[config.mk]
export PLATFORM = sky130hd
export DESIGN_NAME = xps2_rx_fifo_flat
export DESIGN_NICKNAME = d
export VERILOG_FILES = /design/src/rtl/xps2_rx_fifo_if.sv /design/src/rtl/xps2_rx_fifo.sv /design/src/flat_wrapper.sv
export SDC_FILE = /design/constraint.sdc
export NUM_CORES = 1
export LEC_CHECK = 0
export CAP_MARGIN = 20
export CORE_MARGIN = 1
export CORE_UTILIZATION = 55
export CTS_CLUSTER_DIAMETER = 150
export DETAILED_ROUTE_END_ITERATION = 16
export PLACE_DENSITY = 0.77
export SLEW_MARGIN = 10
export SYNTH_ARGS = -nofsm -noshare
export SYNTH_HDL_FRONTEND = slang
export SYNTH_SLANG_ARGS = --single-unit
[constraint.sdc]
create_clock -name clk -period 2.85 [get_ports clk]
set_input_delay 0.7125 -clock clk [delete_from_list [all_inputs] [get_ports clk]]
set_output_delay 0.7125 -clock clk [all_outputs]
set_load 0.02 [all_outputs]
[src/rtl/xps2_rx_fifo_if.sv]
// PS/2 receiver bus bundle: raw PS/2 pins in, controller read port out.
// master = pin/controller side (drives pins and sel), slave = receiver.
interface xps2_rx_fifo_if;
  logic       ps2_clk;
  logic       ps2_data;
  logic       sel;
  logic [8:0] data_out;
  logic       frame_err;
  logic       overflow;

  modport master (
    output ps2_clk, ps2_data, sel,
    input  data_out, frame_err, overflow
  );

  modport slave (
    input  ps2_clk, ps2_data, sel,
    output data_out, frame_err, overflow
  );
endinterface

[src/rtl/xps2_rx_fifo.sv]
// PS/2 keyboard receiver: synchronises the pins, deserialises 11-bit frames
// (start, 8 data LSB first, odd parity, stop), drops bad or stalled frames,
// and queues good scan codes in a small FIFO read as {valid, code}.
module xps2_rx_fifo #(
  parameter int FIFO_AW        = 3,
  parameter int SYNC_STAGES    = 2,
  parameter int TIMEOUT_CYCLES = 10000
) (
  input logic           clk,
  input logic           rst,     // active-low async reset
  xps2_rx_fifo_if.slave bus
);
  localparam int DEPTH = 1 << FIFO_AW;
  localparam int WD_W  = $clog2(TIMEOUT_CYCLES + 1);

  typedef enum logic [1:0] {S_IDLE, S_DATA, S_PARITY, S_STOP} state_t;

  // input conditioning
  logic [SYNC_STAGES-1:0] r_sclk, r_sdat;
  logic                   r_prev_clk;
  logic                   w_sclk, w_sdat, w_fall;

  // frame FSM
  state_t          r_state, w_state_nxt;
  logic [7:0]      r_shreg, w_shreg_nxt;
  logic [2:0]      r_bitcnt, w_bitcnt_nxt;
  logic            r_par_ok, w_par_ok_nxt;
  logic [WD_W-1:0] r_wdog, w_wdog_nxt;
  logic            w_push, w_err;
  logic            r_frame_err;

  // FIFO
  logic [7:0]       r_mem [DEPTH];
  logic [FIFO_AW-1:0] r_wr_ptr, r_rd_ptr;
  logic [FIFO_AW:0]   r_cnt;
  logic             r_overflow;
  logic             w_empty, w_full, w_pop, w_wr, w_ovf;

  assign w_sclk = r_sclk[SYNC_STAGES-1];
  assign w_sdat = r_sdat[SYNC_STAGES-1];
  assign w_fall = r_prev_clk & ~w_sclk;

  // Synchroniser chains and falling-edge history; idle-high pins reset to 1.
  always_ff @(posedge clk or negedge rst) begin
    if (!rst) begin
      r_sclk     <= '1;
      r_sdat     <= '1;
      r_prev_clk <= 1'b1;
    end else begin
      r_sclk     <= {r_sclk[SYNC_STAGES-2:0], bus.ps2_clk};
      r_sdat     <= {r_sdat[SYNC_STAGES-2:0], bus.ps2_data};
      r_prev_clk <= w_sclk;
    end
  end

  // Frame FSM state, datapath registers and registered error pulse.
  always_ff @(posedge clk or negedge rst) begin
    if (!rst) begin
      r_state     <= S_IDLE;
      r_shreg     <= '0;
      r_bitcnt    <= '0;
      r_par_ok    <= 1'b0;
      r_wdog      <= '0;
      r_frame_err <= 1'b0;
    end else begin
      r_state     <= w_state_nxt;
      r_shreg     <= w_shreg_nxt;
      r_bitcnt    <= w_bitcnt_nxt;
      r_par_ok    <= w_par_ok_nxt;
      r_wdog      <= w_wdog_nxt;
      r_frame_err <= w_err;
    end
  end

  // Next-state logic: bit sampling on each PS/2 falling edge, watchdog otherwise.
  always_comb begin
    w_state_nxt  = r_state;
    w_shreg_nxt  = r_shreg;
    w_bitcnt_nxt = r_bitcnt;
    w_par_ok_nxt = r_par_ok;
    w_wdog_nxt   = '0;
    w_push       = 1'b0;
    w_err        = 1'b0;

    // watchdog only runs inside a frame; every fall restarts it
    if (r_state != S_IDLE && !w_fall)
      w_wdog_nxt = r_wdog + WD_W'(1);

    if (r_state != S_IDLE && !w_fall && r_wdog == WD_W'(TIMEOUT_CYCLES - 1)) begin
      w_state_nxt = S_IDLE;
      w_err       = 1'b1;
      w_wdog_nxt  = '0;
    end else if (w_fall) begin
      case (r_state)
        S_IDLE: if (!w_sdat) begin
          w_state_nxt  = S_DATA;
          w_bitcnt_nxt = '0;
        end
        S_DATA: begin
          w_shreg_nxt  = {w_sdat, r_shreg[7:1]};
          w_bitcnt_nxt = r_bitcnt + 3'd1;
          if (r_bitcnt == 3'd7) w_state_nxt = S_PARITY;
        end
        S_PARITY: begin
          w_par_ok_nxt = ^{r_shreg, w_sdat};
          w_state_nxt  = S_STOP;
        end
        S_STOP: begin
          if (w_sdat && r_par_ok) w_push = 1'b1;
          else                    w_err  = 1'b1;
          w_state_nxt = S_IDLE;
        end
        default: w_state_nxt = S_IDLE;
      endcase
    end
  end

  assign w_empty = (r_cnt == '0);
  assign w_full  = (r_cnt == (FIFO_AW+1)'(DEPTH));
  assign w_pop   = bus.sel & ~w_empty;
  // a pop in the same cycle frees the slot, so a full FIFO still accepts
  assign w_wr    = w_push & (~w_full | w_pop);
  assign w_ovf   = w_push & w_full & ~w_pop;

  // FIFO storage; contents are only visible through the valid count.
  always_ff @(posedge clk) begin
    if (w_wr) r_mem[r_wr_ptr] <= r_shreg;
  end

  // FIFO pointers, occupancy and sticky overflow flag.
  always_ff @(posedge clk or negedge rst) begin
    if (!rst) begin
      r_wr_ptr   <= '0;
      r_rd_ptr   <= '0;
      r_cnt      <= '0;
      r_overflow <= 1'b0;
    end else begin
      if (w_wr)  r_wr_ptr <= r_wr_ptr + FIFO_AW'(1);
      if (w_pop) r_rd_ptr <= r_rd_ptr + FIFO_AW'(1);
      case ({w_wr, w_pop})
        2'b10:   r_cnt <= r_cnt + (FIFO_AW+1)'(1);
        2'b01:   r_cnt <= r_cnt - (FIFO_AW+1)'(1);
        default: r_cnt <= r_cnt;
      endcase
      if (w_ovf) r_overflow <= 1'b1;
    end
  end

  assign bus.data_out  = w_empty ? 9'h000 : {1'b1, r_mem[r_rd_ptr]};
  assign bus.frame_err = r_frame_err;
  assign bus.overflow  = r_overflow;
endmodule

[src/flat_wrapper.sv]
// flat-port wrapper written by rule: the top's interface ports become plain ports
module xps2_rx_fifo_flat 
#(
  parameter int FIFO_AW        = 3,
  parameter int SYNC_STAGES    = 2,
  parameter int TIMEOUT_CYCLES = 10000
)
  (clk, rst, bus_ps2_clk, bus_ps2_data, bus_sel, bus_data_out, bus_frame_err, bus_overflow);
  xps2_rx_fifo_if bus_i ();
  input logic clk;
  input logic rst;
  input wire logic [$bits(bus_i.ps2_clk)-1:0] bus_ps2_clk;
  input wire logic [$bits(bus_i.ps2_data)-1:0] bus_ps2_data;
  input wire logic [$bits(bus_i.sel)-1:0] bus_sel;
  output wire logic [$bits(bus_i.data_out)-1:0] bus_data_out;
  output wire logic [$bits(bus_i.frame_err)-1:0] bus_frame_err;
  output wire logic [$bits(bus_i.overflow)-1:0] bus_overflow;
  assign bus_i.ps2_clk = bus_ps2_clk;
  assign bus_i.ps2_data = bus_ps2_data;
  assign bus_i.sel = bus_sel;
  assign bus_data_out = bus_i.data_out;
  assign bus_frame_err = bus_i.frame_err;
  assign bus_overflow = bus_i.overflow;
  xps2_rx_fifo #(.FIFO_AW(FIFO_AW), .SYNC_STAGES(SYNC_STAGES), .TIMEOUT_CYCLES(TIMEOUT_CYCLES)) u_core (.clk(clk), .rst(rst), .bus(bus_i));
endmodule
# Word level (Yosys, flattened, before mapping)
# Memory sizes are Yosys's and may differ from the RTL's.
# Cells that the tools add are included.
# W data, S select, Z words.
# classes
addsub,6
mux,21
n_bitwise,11
eq_ne,11
reduce_logical,15
# ops
op,count
$mux W14,2
$add A14 B1 Y14 const B,1
$eq A14 B14 Y1 const B,1
$mux W1,10
$add A3 B1 Y3 const B,3
$mux W9,1
$reduce_and A3 Y1,3
$reduce_xor A9 Y1,1
$mux W2,4
$pmux W2 S4,1
$pmux W4 S2,1
$reduce_bool A2 Y1,4
$eq A2 B2 Y1 const B,3
$pmux W3 S2,1
$and A1 B1 Y1,5
$not A1 Y1,5
$add A4 B1 Y4 const B,1
$eq A2 B1 Y1 const B,2
$eq A4 B4 Y1 const B,1
$logic_not A4 Y1,1
$reduce_and A4 Y1,1
$sub A4 B1 Y4 const B,1
$eq A3 B3 Y1 const B,1
$logic_and A1 B1 Y1,3
other kinds (7),7
# word_totals
mem_bits_rw,64
register_bits,45
inputBits,5
memories,1
# mem_list
name,words,word_bits,read_ports,rd_clocked_by_memory_dff,write_ports,line_no,rtl
u_core.r_mem,8,8,1,0,1,xps2_rx_fifo.sv:33,logic [7:0] r_mem [DEPTH];

# Depth between registers and ports, before layout
# depth
ltp_word,9
depth_mapped,8
ltp_nobuf,8

# Worst setup path after synthesis
# OpenSTA, ideal clock, no wires.
# synth_timing
path_kind,input-to-reg
from,input port bus_sel
to,memory u_core.r_mem[1][0] (enable)
path_stages,4
setup_slack_ps,378
required_ps,2467
path_buffers,0
arrival_time_ps,2089
setup_time_ps,383
cell_sequence,nor2b_1 -> a211oi_1 -> nand2_1 -> nor3_1
# synth_between
elab_chain_cells,5
# synth_lines
item,line_no,rtl
from (decl),flat_wrapper.sv:14,input wire logic [$bits(bus_i.sel)-1:0] bus_sel;
$and A1 B1 Y1,xps2_rx_fifo.sv:120,assign w_pop = bus.sel & ~w_empty;
$or A1 B1 Y1,xps2_rx_fifo.sv:122,assign w_wr = w_push & (~w_full | w_pop);
$and A1 B1 Y1,xps2_rx_fifo.sv:122,
$mux W1,xps2_rx_fifo.sv:127,if (w_wr) r_mem[r_wr_ptr] <= r_shreg;
$mux W1 (implied by the code),xps2_rx_fifo.sv:127,
to (decl),xps2_rx_fifo.sv:33,
# Every way passes these cells.

# Worst setup path after layout
# layout_timing
from,register u_core.r_rd_ptr[0]
to,output port bus_data_out[5]
# layout_between
elab_chain_cells,2
# layout_lines
item,line_no,rtl
from (decl),xps2_rx_fifo.sv:34,"logic [FIFO_AW-1:0] r_wr_ptr, r_rd_ptr;"
from (signal assigned),xps2_rx_fifo.sv:139,if (w_pop) r_rd_ptr <= r_rd_ptr + FIFO_AW'(1);
$mem_v2 Z8 W8,-,
$mux W9,xps2_rx_fifo.sv:149,"assign bus.data_out = w_empty ? 9'h000 : {1'b1, r_mem[r_rd_ptr]};"
to (decl),flat_wrapper.sv:15,output wire logic [$bits(bus_i.data_out)-1:0] bus_data_out;
# Every way passes these cells.

==> impl_metrics.tcl <==
set metrics [dict create \
    status "completed" \
    ctsRootBufferMaster "clkbuf_8" \
    critPathArrivalTime_ns 2.01 \
    p_per_area_mw_per_mm2 933 \
    fp-row-count 33 \
    dieHeight_um 94.3 \
    synth.avg_cell_area_um2 15.7 \
    syn-instance-count 298 \
    synth.largest_area_cell "edfxtp_1" \
    placement.io_buffers 15 \
    antenna_found_initial 0 \
    p_leak_nw 2.07 \
    period_minus_slack_ns 2.73 \
    r2r-end "u_core.r_cnt[3]" \
    crit_required_ns 2.14 \
    start_kind "register" \
    cts.path.max_buffers 2 \
    ys_seq_elements 109 \
    layout.cells.non_filler 439 \
    core_mm2 0.00822 \
    timing.final.ws_setup_ns 0.125 \
    slew_headroom_pct 65.0 \
    ir_drop_v 0.000475 \
    r2r-start "u_core.r_cnt[0]" \
    yosys.area_share.simple_pct 7.98 \
    synth_common_cells "64 x edfxtp_1, 40 x dfrtp_1, 28 x nor2_1" \
    grt_max_degree 45 \
    drive_gt1_share_pct 21.6 \
    cts.sinks 109 \
    synthTopCellsByArea "edfxtp_1 41%, dfrtp_1 21%, mux4_2 7.7%" \
    initialDrtViolationCount 107 \
    synth-xor-area-share_pct 4.96 \
    drv_slew 0 \
    dp_slack_ns 0.142 \
    io_pins 16 \
    die_area_mm2 0.00890 \
    vias 2431 \
    maxCapViolCount 0 \
    setup-violations-final 0 \
    grt_pass1_wl_mm 11.6 \
    ys.flop_type "edfxtp_1" \
    clockPowerShare_pct 20.0 \
    seqPwrFrac_pct 47.0 \
    ant_nets 0 \
    synth_compound_area_share_pct 3.68 \
    skew_ns 0.0103 \
    synth.area.mux_share_pct 13.0 \
    routabilityCongestion 0.802 \
    reg2reg_slack_ns 0.59 \
    hpwl_mm 4.89 \
    ys_types 46 \
    grt_overflow 0 \
    drc_errors 0 \
    yosysMostFrequentCell "edfxtp_1" \
    r2r_cells 7 \
    cts_tree "built" \
    dieWidth_um 94.3 \
    clk_pin_slew_worst_paths_ns 0.11 \
    hp-class "in2async" \
    switchingPower_w 0.00161 \
    htreeDepth 3 \
    antenna_cells 0 \
    wirelength_mm 7.27 \
    end_kind "output port" \
    drtPass1Iterations 4 \
    tightest_slew_ns 0.526 \
    area_growth_syn_to_layout_pct 12.9 \
    netlist.area_leader.share_pct 41.0 \
    p_int_w 0.00333 \
    ys.warnings.count 0 \
    wl_per_cell_um 16.6 \
    grt_pass1_vias 2299 \
    power.share.switching_pct 32.6 \
    crit_fanout 9 \
    synthAdderAreaFrac_pct 3.63 \
    rsz0062_at_grt "false" \
    ys_seq_area_share_pct 65.1 \
    syn_nets 316 \
    final_nets 347 \
    hold_viol 0 \
    fmax_mhz 367 \
    tns_ns 0 \
    pwr-share-comb_pct 33.0 \
    mappedNetlistArea_mm2 0.00469 \
    place_inst 420 \
    grt_use_total_pct 17.6 \
    crit_type "reg2out" \
    synth_top_family_by_area "multiplexers" \
    clock_latency_ns 0.37 \
    start_util_pct 57.1 \
    synth-async-reset-ratio_pct 41.3 \
    cts-buffers-inserted 9 \
    synth_edf_count 64 \
    finalCritPeriodShare_pct 95.6 \
    vias_per_cell 5.54 \
]
==> critical path, stage by stage, from the launching register on <==
cell,delay (ns)
dfrtp_2,0.43
buf_12,0.16
mux4_2,0.50
mux2i_1,0.18
nor2_1,0.05
dlygate4sd2_1,0.32
==> cells in the final DEF (no fill, tap or decap), types with 2 or more instances in the layout <==
master | netlist | routed
nor3_1 | 4 | 4
nand4_1 | 7 | 7
clkdlybuf4s50_1 | 0 | 6
nand3_1 | 4 | 4
xnor2_1 | 11 | 11
dfstp_2 | 5 | 5
dfrtp_1 | 40 | 39
and3_1 | 5 | 5
mux2i_1 | 10 | 10
nand2_1 | 12 | 12
inv_6 | 0 | 2
ha_1 | 12 | 12
a21oi_1 | 2 | 2
and4_1 | 2 | 2
a22o_1 | 2 | 2
nand2b_1 | 4 | 4
and2_1 | 3 | 3
buf_4 | 0 | 12
a2bb2oi_1 | 2 | 2
inv_1 | 6 | 6
mux4_2 | 16 | 16
clkbuf_8 | 0 | 10
edfxtp_1 | 64 | 64
mux2_2 | 12 | 12
dlygate4sd2_1 | 0 | 8
nor2b_1 | 2 | 2
nor2_1 | 28 | 28
o21ai_0 | 3 | 3
buf_12 | 0 | 3
xor2_1 | 13 | 13
inv_8 | 0 | 2
==> registers in the layout (all words and copies together) (netlist names) <==
name                  count
u_core.r_bitcnt           3
u_core.r_sdat             2
u_core.r_rd_ptr           3
u_core.r_wdog            14
u_core.r_mem             64
u_core.bus.overflow       1
u_core.r_par_ok           1
u_core.r_prev_clk         1
u_core.r_sclk             2
u_core.r_shreg            8
u_core.r_wr_ptr           3
u_core.r_cnt              4
u_core.bus.frame_err      1
u_core.r_state            2
==> logic make-up (layout without fill, tap and decap cells) <==
logic type,after synthesis,count (layout)
AO/OA/AOI/OAI,19,19
XOR/XNOR,25,25
adder cells (fa/ha/maj),13,13
buffers and inverters,17,53
flip-flops,109,109
multiplexers,39,39
AND/OR/NAND/NOR,76,76
==> through the flow <==
step	utilization [%]	total power (W)	area (um2)	hold slack (ns)
after global placement	61.3	0.00396	5040	0.347
final	64.4	0.00494	5300	0.166
after global routing	64.4	0.00522	5300	0.153
after CTS	63.8	0.00493	5240	0.362
after detailed placement	61.3	0.00403	5040	0.347
after floorplan	-	0.00348	4690	0.345
==> power by group through the flow <==
stage / sequential (W) / combinational (W) / clock, W
finish: 0.00232 / 0.00163 / 0.000988
global route: 0.00237 / 0.00179 / 0.00107
CTS: 0.00231 / 0.00161 / 0.00101
detailed placement: 0.00235 / 0.00168 / 0
global placement: 0.00233 / 0.00163 / 0
floorplan: 0.00221 / 0.00128 / 0
==> how the worst max path moves through the flow <==
| stage | from | end | cells past startpoint |
|---|---|---|---|
| after floorplan | bus_sel | u_core.r_mem[1][0] | 4 |
| after global placement | bus_sel | u_core.r_cnt[3] | 8 |
| after detailed placement | bus_sel | u_core.r_cnt[3] | 8 |
| after CTS | u_core.r_rd_ptr[0] | bus_data_out[5] | 5 |
| after global routing | u_core.r_rd_ptr[0] | bus_data_out[5] | 5 |
| final | u_core.r_rd_ptr[0] | bus_data_out[5] | 5 |
==> layout make-up <==
cell class              count  area, um2
clock inverters             6       77.6
fillers                   600       2920
well taps                 105        131
repair buffers             31        310
clock buffers              10        138
inverters                   6       22.5
flip-flops and latches    109       3060
multi-input cells         172       1560
==> routing by layer <==
layer	vias to the layer above	GRT usage, %	routed length [um]
met5	-	0	0
met2	27	28.1	3580
met4	0	4.62	76
li1	1170	-	-
met3	8	4.37	159
met1	1226	24.4	3450
==> repair_timing <==
| item | in CTS | in global routing |
|---|---|---|
| resized for setup | 8 | 1 |
| hold buffers | 0 | 0 |
| buffers inserted | 0 | 1 |
| pin swaps | 0 | 0 |
| gates cloned | 0 | 1 |
| hold endpoints to repair | 0 | 0 |
| endpoints found under the setup margin | 8 | 1 |
Note: power is estimated with default switching activity, not from simulation.
